## config.mk

```make
export PLATFORM = sky130hd
export DESIGN_NAME = hypot_isqrt_seq_flat
export DESIGN_NICKNAME = d
export VERILOG_FILES = /design/src/rtl/hypot_isqrt_if.sv /design/src/rtl/hypot_isqrt_seq.sv /design/src/flat_wrapper.sv
export SDC_FILE = /design/constraint.sdc
export NUM_CORES = 1
export LEC_CHECK = 0
export CORE_UTILIZATION = 45
export CTS_BUF_LIST = sky130_fd_sc_hd__clkbuf_16
export CTS_CLUSTER_SIZE = 24
export DETAILED_ROUTE_END_ITERATION = 10
export DONT_BUFFER_PORTS = 1
export GPL_TIMING_DRIVEN = 0
export PLACE_DENSITY_LB_ADDON = 0.05
export RECOVER_POWER = 50
export SLEW_MARGIN = 20
export SYNTH_ARGS = -nofsm -noshare
export SYNTH_HDL_FRONTEND = slang
export SYNTH_SLANG_ARGS = --single-unit
```

## constraint.sdc

```tcl
create_clock -name clk -period 5.8 [get_ports clk]
set_clock_uncertainty 0.1 [all_clocks]
set_input_delay 1.16 -clock clk [delete_from_list [all_inputs] [get_ports clk]]
set_output_delay 1.16 -clock clk [all_outputs]
set_load 0.1 [all_outputs]
```

## src/rtl/hypot_isqrt_if.sv

```systemverilog
// Start/ready handshake and result bus between the square-root unit and its neighbours.
// The unit drives ready/busy/done and the results; the upstream stage drives start/radicand.
interface hypot_isqrt_seq_if #(
    parameter int unsigned RAD_W = 18
) ();
    localparam int unsigned ROOT_W = RAD_W / 2;

    logic              start;
    logic [RAD_W-1:0]  radicand;
    logic              ready;
    logic              busy;
    logic              done;
    logic [ROOT_W-1:0] root;
    logic [ROOT_W:0]   rem;

    modport master (
        output start, radicand,
        input  ready, busy, done, root, rem
    );

    modport slave (
        input  start, radicand,
        output ready, busy, done, root, rem
    );
endinterface

```

## src/rtl/hypot_isqrt_seq.sv

```systemverilog
// Sequential digit-by-digit integer square root: one root bit per clock,
// floor or round-to-nearest root plus the floor remainder.
module hypot_isqrt_seq #(
    parameter int unsigned RAD_W = 18,
    parameter bit          ROUND = 1'b0
) (
    input  logic              clk,
    input  logic              rst_n,
    hypot_isqrt_seq_if.slave  bus
);
    localparam int unsigned ROOT_W = RAD_W / 2;
    localparam int unsigned REM_W  = ROOT_W + 2;
    localparam int unsigned CNT_W  = (ROOT_W > 1) ? $clog2(ROOT_W) : 1;

    typedef enum logic [1:0] {S_IDLE, S_CALC, S_DONE} state_t;

    state_t            state_q, state_d;
    logic [CNT_W-1:0]  cnt_q, cnt_d;
    logic [RAD_W-1:0]  sh_q, sh_d;
    logic [ROOT_W-1:0] root_w_q, root_w_d;
    logic [REM_W-1:0]  rem_w_q, rem_w_d;
    logic [ROOT_W-1:0] root_q, root_d;
    logic [ROOT_W:0]   rem_q, rem_d;
    logic              ready_q, busy_q, done_q;

    logic [REM_W+1:0]  r2;
    logic [REM_W+1:0]  t;
    logic              ge;
    logic [REM_W-1:0]  rem_step;
    logic [ROOT_W-1:0] root_step;
    logic [ROOT_W-1:0] root_out;

    // One restoring-subtraction step of the digit-by-digit root
    always_comb begin
        r2        = {rem_w_q, sh_q[RAD_W-1 -: 2]};
        t         = {2'b00, root_w_q, 2'b01};
        ge        = (r2 >= t);
        rem_step  = ge ? REM_W'(r2 - t) : REM_W'(r2);
        root_step = {root_w_q[ROOT_W-2:0], ge};
        root_out  = root_step;
        // Round up when N exceeds r^2 + r, unless the root is already all ones
        if (ROUND && (REM_W'(root_step) < rem_step) && !(&root_step)) begin
            root_out = ROOT_W'(root_step + ROOT_W'(1));
        end
    end

    always_comb begin
        state_d  = state_q;
        cnt_d    = cnt_q;
        sh_d     = sh_q;
        root_w_d = root_w_q;
        rem_w_d  = rem_w_q;
        root_d   = root_q;
        rem_d    = rem_q;
        unique case (state_q)
            S_IDLE: begin
                if (bus.start) begin
                    sh_d     = bus.radicand;
                    root_w_d = '0;
                    rem_w_d  = '0;
                    cnt_d    = CNT_W'(ROOT_W - 1);
                    state_d  = S_CALC;
                end
            end
            S_CALC: begin
                sh_d     = {sh_q[RAD_W-3:0], 2'b00};
                root_w_d = root_step;
                rem_w_d  = rem_step;
                cnt_d    = cnt_q - CNT_W'(1);
                if (cnt_q == '0) begin
                    root_d  = root_out;
                    rem_d   = rem_step[ROOT_W:0];
                    state_d = S_DONE;
                end
            end
            S_DONE:  state_d = S_IDLE;
            default: state_d = S_IDLE;
        endcase
    end

    // Status flags are registered from the next state so they track state_q exactly
    always_ff @(posedge clk or negedge rst_n) begin
        if (!rst_n) begin
            state_q  <= S_IDLE;
            cnt_q    <= '0;
            sh_q     <= '0;
            root_w_q <= '0;
            rem_w_q  <= '0;
            root_q   <= '0;
            rem_q    <= '0;
            ready_q  <= 1'b1;
            busy_q   <= 1'b0;
            done_q   <= 1'b0;
        end else begin
            state_q  <= state_d;
            cnt_q    <= cnt_d;
            sh_q     <= sh_d;
            root_w_q <= root_w_d;
            rem_w_q  <= rem_w_d;
            root_q   <= root_d;
            rem_q    <= rem_d;
            ready_q  <= (state_d == S_IDLE);
            busy_q   <= (state_d == S_CALC);
            done_q   <= (state_d == S_DONE);
        end
    end

    assign bus.ready = ready_q;
    assign bus.busy  = busy_q;
    assign bus.done  = done_q;
    assign bus.root  = root_q;
    assign bus.rem   = rem_q;
endmodule

```

## src/flat_wrapper.sv

```systemverilog
// flat-port wrapper written by rule: the top's interface ports become plain ports
module hypot_isqrt_seq_flat 
#(
    parameter int unsigned RAD_W = 18,
    parameter bit          ROUND = 1'b0
)
  (clk, rst_n, bus_start, bus_radicand, bus_ready, bus_busy, bus_done, bus_root, bus_rem);
  hypot_isqrt_seq_if #(.RAD_W(RAD_W)) bus_i ();
  input  logic clk;
  input  logic rst_n;
  input wire logic [$bits(bus_i.start)-1:0] bus_start;
  input wire logic [$bits(bus_i.radicand)-1:0] bus_radicand;
  output wire logic [$bits(bus_i.ready)-1:0] bus_ready;
  output wire logic [$bits(bus_i.busy)-1:0] bus_busy;
  output wire logic [$bits(bus_i.done)-1:0] bus_done;
  output wire logic [$bits(bus_i.root)-1:0] bus_root;
  output wire logic [$bits(bus_i.rem)-1:0] bus_rem;
  assign bus_i.start = bus_start;
  assign bus_i.radicand = bus_radicand;
  assign bus_ready = bus_i.ready;
  assign bus_busy = bus_i.busy;
  assign bus_done = bus_i.done;
  assign bus_root = bus_i.root;
  assign bus_rem = bus_i.rem;
  hypot_isqrt_seq #(.RAD_W(RAD_W), .ROUND(ROUND)) u_core (.clk(clk), .rst_n(rst_n), .bus(bus_i));
endmodule
```

==> After elaboration in Yosys (flattened, before gate mapping) <==
Index checks and enable logic that the tools add are counted.
{ "word_totals": {"elab_cells": 35, "output_inout_bits": 22, "reg_bits": 66} }
{ "classes": {"n_mux": 12, "reduce_logical": 6, "addsub": 2, "n_eq_ne": 4, "n_lt_le_gt_ge": 1} }
{ "op_table": {"columns": ["op", "n"], "rows": [
  ["$pmux W18 S2", 1],
  ["$mux W11", 2],
  ["$pmux W11 S2", 1],
  ["$mux W18", 1],
  ["$pmux W9 S2", 1],
  ["$ge A13 B11 Y1", 1],
  ["$sub A11 B11 Y11", 1],
  ["$mux W9", 1],
  ["$pmux W4 S2", 1],
  ["$eq A2 B1 Y1 const B", 2],
  ["$logic_not A2 Y1", 2],
  ["$logic_not A4 Y1", 1],
  ["$mux W2", 2],
  ["$mux W4", 1],
  ["$pmux W2 S2", 1],
  ["$reduce_and A2 Y1", 2],
  ["$sub A4 B1 Y4 const B", 1],
  ["$eq A2 B2 Y1 const B", 1],
  ["$ne A2 B2 Y1 const B", 1],
  ["$reduce_bool A2 Y1", 1]
]} }

==> Longest topological paths before layout <==
Gate-level depths: netlist (run 1).
{ "depth": {"depth_word": 4, "mapped_depth": 10, "depth_no_buf": 8} }

==> Least setup slack after synthesis (run 1) <==
OpenSTA, ideal clock, no wires.
{ "synth_timing": {"path_type": "in2reg", "from": "input bus_start", "to": "register u_core.rem_w_q[1]", "path_buffers": 2, "required_ns": 5.625, "setup_slack_ns": 3.556, "arrival_time_ns": 2.070, "path_stages": 5, "path_cell_list": "o21bai_1 clkbuf_1 clkbuf_1 nand2_1 o21ai_2"} }
{ "synth_via": {"elab_chain_cells": 2} }
{ "synth_lines": {"columns": ["item", "line", "source"], "rows": [
  ["start, declared", "flat_wrapper.sv:11", "input wire logic [$bits(bus_i.start)-1:0] bus_start;"],
  ["$ne A2 B2 Y1 (no source line)", null, null],
  ["$reduce_and A2 Y1 (no source line)", null, null],
  ["end signal, assigned", "hypot_isqrt_seq.sv:99", "rem_w_q <= rem_w_d;"],
  ["end, declared", "hypot_isqrt_seq.sv:21", "logic [REM_W-1:0] rem_w_q, rem_w_d;"]
]} }
Every way passes these cells.
A chain may end at the register's enable or synchronous reset.

==> Final worst setup path (run 1) <==
{ "layout_timing": {"from": "register u_core.root_q[0] (netlist: u_core.bus.root[0])", "to": "output bus_root[0]"} }
{ "layout_lines": {"columns": ["item", "line", "source"], "rows": [
  ["start, declared", "hypot_isqrt_seq.sv:22", "logic [ROOT_W-1:0] root_q, root_d;"],
  ["start signal, assigned", "hypot_isqrt_seq.sv:100", "root_q <= root_d;"],
  ["end, declared", "flat_wrapper.sv:16", "output wire logic [$bits(bus_i.root)-1:0] bus_root;"]
]} }
No word-level cell between the ends.

==> results.ini, run 1 <==
[status]
status = finished, final reports clean

[logic_synthesis]
syn_nets = 371
yosysTopAreaCellShare = 0.4947
synth_cells = 337
avgSynthCellArea_sq_um = 9.757
synth_top_area_cell = dfrtp_1
ys_top_cells_by_area = dfrtp_1 (49%), mux2i_1 (7.3%), nand2_1 (7.1%)
ys.flop_type = dfrtp_1
synth_area_sq_um = 3288
synth_warnings = 0
synth-edff-count = 0
yosysSeqAreaShare = 0.5027
synth_commonest_cells = dfrtp_1 (65), nand2_1 (62), o21ai_0 (44), mux2i_1 (24), o21ai_1 (19)
synth-async-reset-ratio = 1.000
ys_ff_latch = 66
synth_most_common_cell = dfrtp_1
synth_cell_types = 46

[timing]
fin_crit_sh = 0.4363
max_slew_margin = 0.3893
hold_viol_final = 0
setup_viol = 0
fin_tns_setup_ns = 0
rsz0062_at_grt = no
max_freq_mhz = 395.2
drv_slew = 0
min_period_ns = 2.530
worstMarginPinSlew_ns = 0.9161

[clock_tree]
path_clk_slew_ns = 0.05
ctsHoldBuffers = 0
numCtsBuffers = 9
postCtsSetupBuffers = 0
cts_tree = done
cts_buffer_depth = 2
cts.repair.resized = 0
clockRootBuffer = clkbuf_16
clock-sinks = 66
worstSkewPairLatency_ns = 0.33
ctsHtreeMaxLevel = 3

[placed_design]
dp_cells = 433
dp_hpwl_mm = 5.011
portBuffers = 0
gp_congestion = 0.8595

[floorplanning]
dieArea_sq_um = 7653
start_util = 0.4735
ioPinCount = 43
die_h_microns = 87.48
die_w_microns = 87.48
placementRows = 30
core_sq_um = 6944

[grt]
antenna_found_initial = 0
grt_max_degree = 67
grt_pass1_vias = 2251
overflow = 0
track_usage = 0.2073
grt_pass1_wl_mm = 11.76

[route]
drt-wirelength-per-cell_microns = 16.01
first_iter_violations = 117
post-route-drc-count = 0
vias = 2431
first_pass_iters = 4
antenna_left = 0
avgViaCountPerCell = 5.414
wirelength_mm = 7.188

[finish]
nFillCells = 649
seqCellArea_sq_um = 1653
multiInputGateArea_sq_um = 1491
area_delta_synth_final_pct = 13.13
fin_nets = 382
diodes = 0
final_cells = 449
layout-drive-gt1-share = 0.09065

[setup_path]
crit_path_end_kind = primary output
cp-start-kind = register
path_max_fanout = 2
crit_type = register to primary output
cp.arrival_ns = 1.27
cp_data_required_time_ns = 4.54

[worst_hold_path]
hp-class = register to register

[run]
maxCapViolCount = 0

path summary, 6_finish.rpt:
kind | cells after the start | endpoint | start | slack, ns
min in group asynchronous | 0 | u_core.bus.root[4] | rst_n | 0.42
max in group asynchronous | 0 | u_core.bus.ready | rst_n | 5.00
min | 2 | u_core.root_w_q[4] | u_core.root_w_q[4] | 0.38
max | 0 | bus_root[0] | u_core.bus.root[0] | 3.27
max reg2reg | 10 | u_core.bus.rem[8] | u_core.root_w_q[4] | 3.30
min reg2reg | 2 | u_core.root_w_q[4] | u_core.root_w_q[4] | 0.38
per-stage QoR:
stage | cell area [sq um] | setup slack, ns | hold slack (ns) | util
floorplan | 3288 | 3.556 | 0.3496 | -
global placement | 3408 | 3.094 | 0.3627 | 0.4908
detailed placement | 3408 | 3.071 | 0.3704 | 0.4908
CTS | 3720 | 3.258 | 0.3826 | 0.5357
global route | 3720 | 3.127 | 0.4129 | 0.5357
finish | 3720 | 3.270 | 0.3797 | 0.5357
cell type report:
cell class / instances / share of cell area
clock inverters: 7 / 0.02321
clock buffers: 9 / 0.06054
flip-flops and latches: 66 / 0.4443
well taps: 96 / 0.03229
inverters: 16 / 0.01615
multi-input cells: 238 / 0.4009
plain buffers: 17 / 0.02254
kinds of logic after synthesis:
kind of cell | Yosys count | share of synthesized area
compound gates | 94 | 0.1739
xor+xnor | 7 | 0.01865
buf+inv | 33 | 0.04376
flops | 66 | 0.5027
fa+ha+maj | 13 | 0.04947
simple gates | 99 | 0.1339
mux | 25 | 0.07762
registers in the layout (all words and copies together) (netlist names):
| signal | count |
|---|---|
| u_core.sh_q | 18 |
| u_core.bus.busy | 1 |
| u_core.rem_w_q | 11 |
| u_core.bus.done | 1 |
| u_core.bus.root | 9 |
| u_core.bus.ready | 1 |
| u_core.root_w_q | 9 |
| u_core.bus.rem | 10 |
| u_core.state_q | 2 |
| u_core.cnt_q | 4 |
routing by layer:
layer	track usage	vias up	routed length, microns
li1	-	1187	-
met1	0.3053	1186	3653
met2	0.2962	47	3160
met3	0.03697	11	248
met4	0.08942	0	126
met5	0	-	0
worst register-to-register path, delay by kind of cell (launching register included):
family	cells	cell delay, ns
simple gates	1	0.14
compound gates	5	1.06
flops	1	0.37
fa+ha+maj	1	0.25
buf+inv	3	0.44
layout by cell type (no fill, tap or decap), types with 2 or more instances in the layout:
master / count
a211oi_2: 2
a21o_1: 2
a21oi_1: 8
a31oi_1: 2
and3_2: 3
buf_1: 2
buf_6: 2
bufinv_16: 2
clkbuf_1: 11
clkbuf_16: 9
clkinv_2: 2
dfrtp_1: 65
ha_1: 13
inv_1: 18
mux2i_1: 24
nand2_1: 62
nand2b_1: 2
nand3_1: 4
nor2_1: 9
nor2b_1: 6
nor3_1: 7
nor3b_1: 2
o21a_1: 2
o21ai_0: 44
o21ai_1: 19
o21ai_2: 2
xnor2_1: 4
xor2_1: 3
Power of run 1 is not shown: default switching activity piles up to over one toggle a cycle in this logic, so the estimate is an artifact.
==> run 2: changes to the inputs <==
==> constraint.sdc (replaced) <==
create_clock -name clk -period 2.25 [get_ports clk]
set_clock_uncertainty 0.1 [all_clocks]
set_input_delay 0.45 -clock clk [delete_from_list [all_inputs] [get_ports clk]]
set_output_delay 0.45 -clock clk [all_outputs]
set_load 0.1 [all_outputs]
==> results.ini, run 2 (same netlist as run 1, synthesis figures left out) <==
[finish]
diodes = 0  ; unchanged
fin_nets = 396  ; +3.7%
largest_reg_flops = 18  ; unchanged
area_delta_synth_final_pct = 23.59
nFillCells = 611  ; -5.9%
final_cell_mix = dfrtp_1 (63), nand2_1 (61), o21ai_0 (41), o21ai_1 (20), mux2i_1 (18)
final_common_cell = dfrtp_1
layout-drive-gt1-share = 0.2044  ; +0.1137
fin_util = 0.5852  ; +0.04955
top_register = u_core.sh_q
final_cells = 463  ; +3.1%

[floorplanning]
start_util = 0.4735  ; unchanged
dieArea_sq_um = 7653  ; unchanged
die_h_microns = 87.48  ; unchanged
placementRows = 30  ; unchanged
die_w_microns = 87.48  ; unchanged
ioPinCount = 43  ; unchanged
core_sq_um = 6944  ; unchanged

[timing]
hold_viol_final = 0  ; unchanged
worstMarginPinSlew_ns = 0.9163  ; +0.0001984 ns
max_slew_margin = 0.3891  ; about the same
min_period_ns = 2.233
fin_crit_sh = 0.9925
worst_slack_ns = 0.01679  ; -3.253 ns
drv_slew = 0  ; unchanged
setup_viol = 0  ; unchanged
max_freq_mhz = 447.8
whs_ns = 0.2182  ; -0.1615 ns
rsz0062_at_grt = yes

[grt]
grt_pass1_wl_mm = 12.39  ; +5.3%
grt_max_degree = 67  ; unchanged
met1_usage = 0.3113  ; +0.005919
grt-busiest-layer = met2
antenna_found_initial = 1  ; +1
overflow = 0  ; unchanged
grt_pass1_vias = 2403  ; +6.8%
grt_util_met3 = 0.04550  ; +0.008531
grt_util_met2 = 0.3168  ; +0.02060
track_usage = 0.2189  ; +0.01159

[setup_path]
cp_data_required_time_ns = 2.36  ; -2.18 ns
crit_path_end_kind = register
r2r-start = u_core.rem_w_q[0]
path_max_fanout = 4  ; +2
cp.arrival_ns = 2.35  ; +1.08 ns
startpoint = u_core.rem_w_q[0]
crit_type = register to register
cp-start-kind = register

[placed_design]
dp_cells = 433  ; unchanged
dp_hpwl_mm = 5.011  ; unchanged
gp_congestion = 0.8595  ; unchanged
portBuffers = 0  ; unchanged
dp_slack_ns = -0.2192  ; -3.290 ns

[clock_tree]
numCtsBuffers = 9  ; unchanged
cts_tree = done
clockRootBuffer = clkbuf_16
worstSkewPairLatency_ns = 0.33  ; about the same
ctsHtreeMaxLevel = 3  ; unchanged
path_clk_slew_ns = 0.06  ; about the same
clock-sinks = 66  ; unchanged
cts_buffer_depth = 2  ; unchanged

[status]
status = finished, final reports clean

[route]
drt-wirelength-per-cell_microns = 16.61  ; +3.8%
avgViaCountPerCell = 5.413  ; about the same
first_iter_violations = 128  ; +9.4%
first_pass_iters = 4  ; unchanged
post-route-drc-count = 0  ; unchanged
antenna_left = 0  ; unchanged
wirelength_mm = 7.692  ; +7.0%
vias = 2506  ; +3.1%

[run]
maxCapViolCount = 0  ; unchanged

[worst_hold_path]
min-delay-start = bus_radicand[1]
hp-class = primary input to register

==> run 2: stage by stage <==
step / area, sq um / TNS (ns)
2_1_floorplan: 3288 / 0
3_3_place_gp: 3408 / -2.508
3_5_place_dp: 3408 / -2.575
4_1_cts: 3943 / 0
5_1_grt: 4064 / -0.2988
6_report: 4064 / 0
==> run 2: timing repair <==
| action | in CTS | in global routing |
|---|---|---|
| buffers inserted | 7 | 7 |
| pin swaps | 6 | 9 |
| resized for setup | 23 | 24 |
| endpoints found under the setup margin | 23 | 33 |
| cloned | 1 | 0 |
| hold buffers | 2 | 0 |
| hold endpoints to repair | 66 | 0 |
==> run 2: path summary, 6_finish.rpt <==
check	end	slack, ns	cells past startpoint
worst max register to register	u_core.rem_w_q[10]	0.02	7
worst min register to register	u_core.root_w_q[3]	0.38	2
max in group asynchronous	u_core.rem_w_q[0]	0.65	2
min in group asynchronous	u_core.bus.rem[9]	0.77	2
worst max-delay path	u_core.rem_w_q[10]	0.02	7
worst min-delay path	u_core.sh_q[1]	0.22	2
==> run 2: layout make-up <==
type | instances | area, sq um | area share
multi-input combinational | 238 | 1688 | 0.4153
sequential | 66 | 1655 | 0.4073
clock buffer | 9 | 225.2 | 0.05542
timing repair buffer | 17 | 153.9 | 0.03787
tap | 96 | 120.1 | 0.02956
clock inverter | 7 | 86.33 | 0.02124
buffer | 14 | 75.07 | 0.01847
inverter | 16 | 60.06 | 0.01478
==> run 2: critical path, cell delays in order, from the launching register on <==
cell and delay (ns):
dfrtp_2 0.43, ha_4 0.29, nor2b_1 0.22, o2111ai_1 0.20
a21boi_0 0.44, o22ai_1 0.15, mux2i_1 0.19, nand3_1 0.09
==> run 2: metal layers <==
metal / routed length [microns] / vias up
met5: 0 / -
li1: - / 1219
met3: 311 / 16
met2: 3549 / 52
met1: 3666 / 1219
met4: 164 / 0
Power of run 2 is left out for the same reason.
==> run 3: changes to the inputs <==
--- a/config.mk
+++ b/config.mk
@@ -5,7 +5,9 @@
 export SDC_FILE = /design/constraint.sdc
 export NUM_CORES = 1
 export LEC_CHECK = 0
-export CORE_UTILIZATION = 45
+export CELL_PAD_IN_SITES_DETAIL_PLACEMENT = 1
+export CELL_PAD_IN_SITES_GLOBAL_PLACEMENT = 2
+export CORE_UTILIZATION = 36
 export CTS_BUF_LIST = sky130_fd_sc_hd__clkbuf_16
 export CTS_CLUSTER_SIZE = 24
 export DETAILED_ROUTE_END_ITERATION = 10
==> results.ini, run 3 (same netlist as run 1, synthesis figures left out) <==
[route]
antenna_left = 0  ; unchanged
first_pass_iters = 4  ; unchanged
vias = 2564  ; +2.3%
maxUsedRoutingLayer = met4
drt-wirelength-per-cell_microns = 19.47  ; +17%
wl_met3_microns = 368  ; +18%
post-route-drc-count = 0  ; unchanged
first_iter_violations = 84  ; -34%
wirelength_mm = 9.305  ; +21%
wl_met2_mm = 4.640  ; +31%
wl_met1_mm = 4.110  ; +12%
avgViaCountPerCell = 5.364  ; -0.90%

[timing]
fin_crit_sh = 1.006  ; +0.01386
whs_ns = 0.2154  ; -0.002797 ns
setup_viol = 2  ; +2
fin_tns_setup_ns = -0.02026  ; -0.02026 ns
min_period_ns = 2.264  ; +0.03117 ns
max_slew_margin = 0.3804  ; -0.008712
rsz0062_at_grt = yes
max_freq_mhz = 441.6  ; -1.4%
drv_slew = 0  ; unchanged
hold_viol_final = 0  ; unchanged
worst_slack_ns = -0.01438  ; -0.03117 ns
worstMarginPinSlew_ns = 0.9294  ; +0.01307 ns

[status]
violations = setup timing
status = finished, violations left

[clock_tree]
clock-sinks = 66  ; unchanged
clockRootBuffer = clkbuf_16
worstSkewPairLatency_ns = 0.34  ; about the same
ctsHtreeMaxLevel = 3  ; unchanged
path_clk_slew_ns = 0.07  ; about the same
cts_tree = done
numCtsBuffers = 9  ; unchanged
cts_buffer_depth = 2  ; unchanged

[worst_hold_path]
hp-class = primary input to register

[finish]
area_delta_synth_final_pct = 28.27
final_common_cell = dfrtp_1
multiInputGateArea_sq_um = 1813  ; +7.4%
diodes = 0  ; unchanged
final_cell_mix = dfrtp_1 (63), nand2_1 (62), o21ai_0 (41), mux2i_1 (17), buf_4 (16)
top_register = u_core.sh_q
seqCellArea_sq_um = 1655  ; unchanged
layout-drive-gt1-share = 0.2541  ; +0.04969
largest_reg_flops = 18  ; unchanged
nFillCells = 977  ; +60%
fin_nets = 399  ; +0.76%

[grt]
grt_max_degree = 67  ; unchanged
overflow = 0  ; unchanged
grt_pass1_wl_mm = 14.58  ; +18%
grt_pass1_vias = 2727  ; +13%
antenna_found_initial = 0  ; -1
track_usage = 0.1988  ; -0.02012

[setup_path]
cp-start-kind = register
path_max_fanout = 5  ; +1
cp_data_required_time_ns = 2.41  ; +0.05 ns
crit_path_end_kind = register
crit_type = register to register
cp.arrival_ns = 2.43  ; +0.08 ns

[floorplanning]
ioPinCount = 43  ; unchanged
dieArea_sq_um = 9520  ; +24%
core_sq_um = 8763  ; +26%
start_util = 0.3752  ; -0.09830
placementRows = 34  ; +13%
die_w_microns = 97.57  ; +12%
die_h_microns = 97.57  ; +12%

[placed_design]
gp_congestion = 0.7741  ; -9.9%
dp_hpwl_mm = 5.760  ; +15%
dp_slack_ns = -0.2744  ; -0.05519 ns
portBuffers = 0  ; unchanged

[run]
maxCapViolCount = 0  ; unchanged

==> run 3: changes by cell type in the layout (fill, tap and decap cells not counted), sizes merged <==
cell | before | now
clkbuf | 19 | 21
bufinv | 2 | 1
buf | 20 | 21
clkinv | 3 | 4
==> run 3: cell type report <==
cell class	count	share of cell area
clock inverters	7	0.01839
plain buffers	15	0.01958
well taps	108	0.03204
clock buffers	9	0.05340
repair buffers	19	0.04005
flip-flops and latches	66	0.3925
inverters	16	0.01424
multi-input cells	238	0.4298
==> run 3: routing by layer <==
| layer | vias to the layer above | GRT usage |
|---|---|---|
| met2 | 48 | 0.3141 |
| met1 | 1277 | 0.2606 |
| met5 | - | 0 |
| li1 | 1222 | - |
| met4 | 0 | 0.06787 |
| met3 | 17 | 0.05755 |
==> run 3: worst paths after layout <==
kind / start / cells past startpoint / end / slack (ns)
worst max-delay path: u_core.rem_w_q[8] / 7 / u_core.bus.rem[1] / -0.01
min in group asynchronous: rst_n / 2 / u_core.rem_w_q[5] / 0.74
max in group asynchronous: rst_n / 2 / u_core.rem_w_q[0] / 0.67
worst min register to register: u_core.root_w_q[3] / 2 / u_core.root_w_q[3] / 0.38
worst max register to register: u_core.rem_w_q[8] / 7 / u_core.bus.rem[1] / -0.01
worst min-delay path: bus_radicand[16] / 2 / u_core.sh_q[16] / 0.22
==> run 3: timing repair <==
item / CTS / global route
setup endpoints to repair: 30 / 36
cloned: 1 / 0
pin swaps: 5 / 12
hold buffers: 2 / 0
buffers inserted: 6 / 10
endpoints found under the hold margin: 66 / 0
gates resized for setup: 35 / 38
==> run 3: per-stage QoR <==
stage | instances | cell area [sq um] | util
floorplan | 337 | 3288 | -
global placement | 445 | 3423 | 0.3906
detailed placement | 445 | 3423 | 0.3906
CTS | 469 | 4014 | 0.4580
global route | 478 | 4218 | 0.4813
finish | 478 | 4218 | 0.4813
==> run 3: critical path, stage by stage, from the launching register on <==
cell and delay (ns):
dfrtp_1 0.41, ha_1 0.40, a2111oi_4 0.41, buf_4 0.21, nand2_4 0.09, buf_6 0.14, mux2_4 0.31, o21ai_2 0.11
Power of run 3 is left out for the same reason.
